$ cat config.mk
export PLATFORM = sky130hd
export DESIGN_NAME = proc_control_unit
export DESIGN_NICKNAME = d
export VERILOG_FILES = /design/src/rtl/proc_pkg.sv /design/src/rtl/proc_control_unit.sv
export SDC_FILE = /design/constraint.sdc
export NUM_CORES = 1
export LEC_CHECK = 0
export ABC_AREA = 1
export BUFFER_PORTS_ARGS = -buffer_cell sky130_fd_sc_hd__clkbuf_2
export CORE_MARGIN = 2
export CORE_UTILIZATION = 30
export DETAILED_ROUTE_END_ITERATION = 12
export HOLD_SLACK_MARGIN = 0.12
export MAX_ROUTING_LAYER = met4
export PLACE_DENSITY = 0.73
export RECOVER_POWER = 100
export SLEW_MARGIN = 20
export SYNTH_ARGS = -nofsm -noshare
export SYNTH_HDL_FRONTEND = slang
export SYNTH_SLANG_ARGS = --single-unit
$ cat constraint.sdc
create_clock -name Clk -period 2.2 [get_ports Clk]
set_input_delay 0.22 -clock Clk [delete_from_list [all_inputs] [get_ports Clk]]
set_output_delay 0.22 -clock Clk [all_outputs]
set_load 0.02 [all_outputs]
$ cat src/rtl/proc_pkg.sv
// rtl/proc_pkg.sv - opcodes, state encodings and ALU select codes for the processor controller
package proc_pkg;

    localparam logic [3:0] OP_NOOP  = 4'd0;
    localparam logic [3:0] OP_STORE = 4'd1;
    localparam logic [3:0] OP_LOAD  = 4'd2;
    localparam logic [3:0] OP_ADD   = 4'd3;
    localparam logic [3:0] OP_SUB   = 4'd4;
    localparam logic [3:0] OP_HALT  = 4'd5;
    localparam logic [3:0] OP_JMP   = 4'd6;
    localparam logic [3:0] OP_JZ    = 4'd7;

    localparam logic [2:0] ALU_PASS = 3'd0;
    localparam logic [2:0] ALU_ADD  = 3'd1;
    localparam logic [2:0] ALU_SUB  = 3'd2;

    typedef enum logic [3:0] {
        S_INIT   = 4'd0,
        S_FETCH  = 4'd1,
        S_DECODE = 4'd2,
        S_NOOP   = 4'd3,
        S_LOAD_A = 4'd4,
        S_LOAD_B = 4'd5,
        S_STORE  = 4'd6,
        S_ADD    = 4'd7,
        S_SUB    = 4'd8,
        S_HALT   = 4'd9,
        S_JMP    = 4'd10,
        S_JZ     = 4'd11,
        S_PAUSE  = 4'd12
    } state_t;

endpackage

$ cat src/rtl/proc_control_unit.sv
// rtl/proc_control_unit.sv - fetch/decode/execute control FSM with branching and single-step debug
module proc_control_unit
    import proc_pkg::*;
#(
    parameter int PC_W    = 5,
    parameter int DADDR_W = 8
) (
    input  logic               Clk,
    input  logic               Reset,
    input  logic [15:0]        IR,
    input  logic               RF_Rp_zero,
    input  logic               StepMode,
    input  logic               Step,
    output logic               PC_clr,
    output logic               PC_up,
    output logic               PC_ld,
    output logic [PC_W-1:0]    PC_ld_addr,
    output logic               IR_ld,
    output logic [DADDR_W-1:0] D_addr,
    output logic               D_wr,
    output logic               RF_s,
    output logic [3:0]         RF_W_addr,
    output logic               RF_W_en,
    output logic [3:0]         RF_Ra_addr,
    output logic [3:0]         RF_Rb_addr,
    output logic [2:0]         ALU_s,
    output logic [3:0]         state_o,
    output logic               halted,
    output logic               illegal
);

    if (PC_W < 1 || PC_W > 8) begin : g_bad_pc_w
        $error("proc_control_unit: PC_W must be 1..8");
    end
    if (DADDR_W != 8) begin : g_bad_daddr_w
        $error("proc_control_unit: DADDR_W must be 8");
    end

    state_t state_q, state_d;
    logic   step_q;
    state_t exec_exit;

    always_ff @(posedge Clk) begin
        if (Reset) begin
            state_q <= S_INIT;
            step_q  <= 1'b0;
        end else begin
            state_q <= state_d;
            step_q  <= Step;
        end
    end

    always_comb begin
        state_d   = state_q;
        exec_exit = StepMode ? S_PAUSE : S_FETCH;
        case (state_q)
            S_INIT:   state_d = S_FETCH;
            S_FETCH:  state_d = S_DECODE;
            S_DECODE: begin
                case (IR[15:12])
                    OP_NOOP:  state_d = S_NOOP;
                    OP_STORE: state_d = S_STORE;
                    OP_LOAD:  state_d = S_LOAD_A;
                    OP_ADD:   state_d = S_ADD;
                    OP_SUB:   state_d = S_SUB;
                    OP_HALT:  state_d = S_HALT;
                    OP_JMP:   state_d = S_JMP;
                    OP_JZ:    state_d = S_JZ;
                    default:  state_d = S_NOOP;
                endcase
            end
            S_LOAD_A: state_d = S_LOAD_B;
            S_NOOP, S_LOAD_B, S_STORE, S_ADD, S_SUB, S_JMP, S_JZ:
                      state_d = exec_exit;
            S_HALT:   state_d = S_HALT;
            // Only a fresh rising edge of Step releases; a held Step stays paused
            S_PAUSE:  if (Step && !step_q) state_d = S_FETCH;
            default:  state_d = S_INIT;
        endcase
    end

    always_comb begin
        PC_clr     = 1'b0;
        PC_up      = 1'b0;
        PC_ld      = 1'b0;
        PC_ld_addr = '0;
        IR_ld      = 1'b0;
        D_addr     = '0;
        D_wr       = 1'b0;
        RF_s       = 1'b0;
        RF_W_addr  = 4'd0;
        RF_W_en    = 1'b0;
        RF_Ra_addr = 4'd0;
        RF_Rb_addr = 4'd0;
        ALU_s      = ALU_PASS;
        halted     = 1'b0;
        illegal    = 1'b0;
        state_o    = state_q;
        case (state_q)
            S_INIT:   PC_clr = 1'b1;
            S_FETCH: begin
                IR_ld = 1'b1;
                PC_up = 1'b1;
            end
            S_DECODE: illegal = IR[15];
            S_LOAD_A, S_LOAD_B: begin
                D_addr    = IR[11:4];
                RF_s      = 1'b1;
                RF_W_addr = IR[3:0];
                RF_W_en   = (state_q == S_LOAD_B);
            end
            S_STORE: begin
                D_addr     = IR[7:0];
                RF_Ra_addr = IR[11:8];
                D_wr       = 1'b1;
            end
            S_ADD, S_SUB: begin
                RF_Ra_addr = IR[11:8];
                RF_Rb_addr = IR[7:4];
                RF_W_addr  = IR[3:0];
                RF_W_en    = 1'b1;
                ALU_s      = (state_q == S_ADD) ? ALU_ADD : ALU_SUB;
            end
            S_HALT:   halted = 1'b1;
            S_JMP: begin
                PC_ld      = 1'b1;
                PC_ld_addr = IR[PC_W-1:0];
            end
            S_JZ: begin
                RF_Ra_addr = IR[11:8];
                PC_ld_addr = IR[PC_W-1:0];
                PC_ld      = RF_Rp_zero;
            end
            default: ;
        endcase
    end

endmodule
* Word level (Yosys, flattened, before mapping)
Memories as Yosys holds them, arrays and structs flattened.
Cells that the tools add are included.
** Operators by class
- Eq/ne operators :: 13
- Multiplexer cells :: 19
- Reductions and logical operators :: 9
** Operator list (number)
- case mux 4 bit (7 select lines) :: 1
- two-way mux 4 bit :: 6
- == test 4 bit, second input constant :: 5
- == test 4 x 3 -> 1 bit, second input constant :: 4
- case mux 8 bit (2 select lines) :: 1
- == test 4 x 2 -> 1 bit, second input constant :: 2
- OR reduction 4 bit :: 2
- OR reduction 7 bit :: 1
- two-way mux 1 bit :: 6
- OR reduction 2 bit :: 3
- two-way mux 5 bit :: 1
- == test 4 x 1 -> 1 bit, second input constant :: 1
- zero test 4 bit :: 1
- two-way mux 2 bit :: 2
- case mux 1 bit (2 select lines) :: 2
- inequality test 2 bit, second input constant :: 1
- logical AND 1 bit :: 1
- zero test 1 bit :: 1
** Storage, ports and cells
- Register bits after elaboration :: 5
- Memory bits (read-only) :: 32
- Bits of input ports :: 21
- Output and inout port bits :: 41
- Memories :: 1
** Memory list
- (no name shown) :: words 8, bits a word 4, read ports 1, clocked after memory_dff 0, wr ports 0, line proc_control_unit.sv:60 : case (IR[15:12])

* Depth between registers and ports, before layout
- Word-level depth :: 4
- Depth in mapped cells :: 9

* Worst setup path before layout
No wires, ideal clock.
- Path type :: register to output
- Start :: register state_q[2], in the netlist state_o[2]
- End :: output port D_addr[0]
- Arrival :: 1.543 ns
- Required time :: 1.980 ns
- Setup slack :: 0.437 ns
- Cell stages (with the launch flop) :: 5
- Path buffers :: 0
- Cells stage by stage :: dfxtp_1 nand2_2 nor2_1 inv_2 o22ai_1
** On the way
- Longest elaborated chain between the ends :: 3
** Ends and longest elaborated chain
- from (decl) :: line proc_control_unit.sv:39 : state_t state_q, state_d;
- from (signal assigned) :: line proc_control_unit.sv:48 : state_q <= state_d;
- == test 4 x 3 -> 1 bit :: line proc_control_unit.sv:99 : case (state_q)
- OR reduction 2 bit :: line proc_control_unit.sv:99
- case mux 8 bit (2 select lines) (*) :: line proc_control_unit.sv:99
- to (decl) :: line proc_control_unit.sv:19 : output logic [DADDR_W-1:0] D_addr,
Every way passes the cells marked *; elsewhere a longest branch is shown, timed or not.

* Worst setup path in the final report
- Start :: register state_q[1], in the netlist state_o[1]
- End :: output port RF_W_addr[3]
** On the way
- Longest elaborated chain between the ends :: 3
** Ends and longest elaborated chain
- == test 4 x 3 -> 1 bit or == test 4 bit (tied branches) :: line proc_control_unit.sv:99
- OR reduction 4 bit (no line) (*)
- two-way mux 4 bit (*) :: line proc_control_unit.sv:99
- to (decl) :: line proc_control_unit.sv:22 : output logic [3:0] RF_W_addr,
Marks and branches as above.

==> flow_summary_export.csv <==
group,metric,value,unit
yosys,yosysSeqAreaShare,14.18,%
die,fp.coreArea,2212,um2
power,pwr_density_cell,916.7,nW/um2
route,drt_pre_antenna_iters,4,
die,die_x,52.50,um
clocking,tritoncts,"built",
critical_path,cp-end-kind,"output pin",
finish,final_net_count,220,
critical_path,cp.arrival,1.67,ns
yosys,yosys_most_used_dff,"dfxtp_1",
clocking,postCtsResizedCells,0,
sta,setup_viol,0,
clocking,post-cts-setup-buffer-count,0,
yosys,syn_nets,158,
sta,min_period,1.894,ns
die,die_y,52.50,um
route,drt_first_iter_violations,8,
sta,fin_tns_setup,0,ns
critical_path,critPathKind,"reg -> out",
global_route,global_route.usage.total,15.24,%
critical_path,cp-startpoint,"state_o[1]",
yosys,count_of_state_elements_after_synthesis,5,
finish,total_area_of_multi_input_combinational_cells,430.4,um2
die,initial_core_utilization,31.90,%
flow_run,max_cap_viol_count,0,
finish,layout.filler_cells,268,
sta,rsz0062_at_grt,"no",
sta,clock.fmax,527.9,MHz
status,status,"finished, final reports clean",
clocking,cts-buffers-inserted,3,
sta,timing.final.ws_setup,0.3056,ns
route,drc_errors,0,
yosys,synth_async_sr_flop_share,0,%
critical_path,regToRegSetupSlack,0.86,ns
placement,half_perimeter_wire_length_of_the_detailed_placement_result,1747,um
die,io_pins,62,
worst_hold_path,timing.hold.worst.start,"Reset",
clocking,clk_pin_slew_worst_paths,0.05,ns
route,ant_nets,0,
global_route,grt_first_pass_wirelength,3174,um
yosys,synthesis.area_per_instance,5.227,um2
finish,insertedDiodeCount,0,
yosys,syn-cell-area,705.7,um2
sta,layout_worst_path_cycle_share,86.11,%
worst_hold_path,hold_path.class,"in -> reg",
sta,worst_clock_skew,0.003948,ns
critical_path,req_time_crit_path,1.98,ns
finish,sequential_cell_area,100.1,um2
route,route.detailed.vias_per_inst,4.335,
yosys,number_of_enable_flip_flop_cells_after_synthesis,0,
power,static-leakage-power,0.6153,nW
power,ir_drop,496.1,uV
clocking,cts.root.buffer_cell,"clkbuf_4",
placement,final_wtd_congestion,0.7539,
die,die-area,2756,um2
global_route,first_global_vias,839,
finish,drive_gt1_share,19.39,%
critical_path,timing.critical_path.fanout_max,9,
clocking,htree_num_levels,1,
global_route,grt-ovfl-total,0,
die,placementRows,17,
clocking,cts.sink_count,5,
yosys,unique_cell_type_count_in_the_yosys_netlist,18,
critical_path,worstSetupStartpointType,"flop",
route,drt-total-wl,2034,um
finish,layout.core_utilization,44.80,%
yosys,synth-warning-count,0,
clocking,cts.hold.buffers_added,0,
clocking,clock_insertion_delay_worst_skew,0.24,ns
placement,post-place-ws,0.6920,ns
route,dr_total_vias,971,
placement,port_buffers,60,
clocking,max-clock-path-buffers,2,
sta,finalHoldViolCount,0,
sta,hold-worst-slack,0.1770,ns
global_route,grt_start_max_net_pins,10,
global_route,number_of_antenna_violations_at_the_first_check_in_global_routing,0,
route,wl_per_cell,9.080,um
finish,area_growth_syn_to_layout,40.43,%
sta,timing_max_transition_violations_final,0,
yosys,syn-instance-count,135,
critical_path,crit-reg2reg-launch,"state_o[1]",
[cell usage after synthesis, types with 2 or more instances]
library cell  number  area share [%]
nand2_1           22              12
nor2_4             2             3.2
nor2_2             3             2.7
a21oi_1            6             4.3
inv_1             34              18
dfxtp_1            5              14
nor2_1            31              16
nand2_4            2             3.2
buf_4              3             3.2
o22ai_1            9             8.0
nand3_1            7             5.0
ha_1               2             3.5
inv_2              4             2.1
[registers in the layout, summed over array words and instances (netlist names)]
register / flops
step_q: 1
state_o: 4
[final cells by class]
type	count	share of cell area, %
Multi-Input combinational cell	89	43.43
Timing Repair Buffer	60	25.88
Inverter	38	14.39
Sequential cell	5	10.10
Tap cell	28	3.535
Clock buffer	4	2.652
[placed cells by master (no fill, tap or decap)]
cell type,n
inv_2,3
a21oi_1,6
clkbuf_4,3
nor2_2,2
clkbuf_2,25
o22ai_1,9
nand2_4,1
nand2_2,1
dfxtp_1,5
nor2_4,2
a21oi_2,1
ha_1,2
nor2_1,32
nor3_1,1
nand3_1,7
o211ai_1,1
conb_1,1
clkbuf_1,36
inv_1,35
nand2_1,23
[path summary, 6_finish.rpt]
kind / endpoint / cells past startpoint
setup / recovery: RF_W_addr[3] / 8
hold / removal: step_q / 2
setup reg to reg: state_o[3] / 8
hold reg to reg: state_o[0] / 3
[cells by family (layout without fill, tap and decap cells)]
group | Yosys count | in the layout | synth area share, %
buffers and inverters | 41 | 102 | 23.40
AO/OA/AOI/OAI | 17 | 17 | 14.54
flip-flops | 5 | 5 | 14.18
other | 1 | 1 | 0.5314
AND/OR/NAND/NOR | 69 | 69 | 43.79
adder cells (fa/ha/maj) | 2 | 2 | 3.546
[per-stage QoR]
stage / total power [W] / instance area [um2] / cells
floorplan: 0.0006706 / 705.7 / 135
global placement: 0.0008527 / 1018 / 220
detailed placement: 0.0008519 / 1018 / 220
CTS: 0.0009641 / 1045 / 224
global route: 0.001004 / 991.0 / 224
finish: 0.0009084 / 991.0 / 224
[where the power goes]
group	internal (W)	switching, W
Combinational	0.000177	0.000456
Clock	0.0000688	0.0000404
Sequential	0.000118	0.0000486
Total	0.000363	0.000545
[critical path: stages (launching register included)]
cell and delay, ns:
dfxtp_1 0.48, inv_1 0.14, nand2_1 0.23, nor2_2 0.09, nor2_4 0.15, nand2_4 0.08
nand2_1 0.07, inv_1 0.04, clkbuf_1 0.16
[metal layers]
metal	wire length, um	track usage [%]
met5	0	-
met4	37	5.128
met3	196	4.000
met2	932	26.67
met1	868	16.64
(Power assumes the default switching activity.)
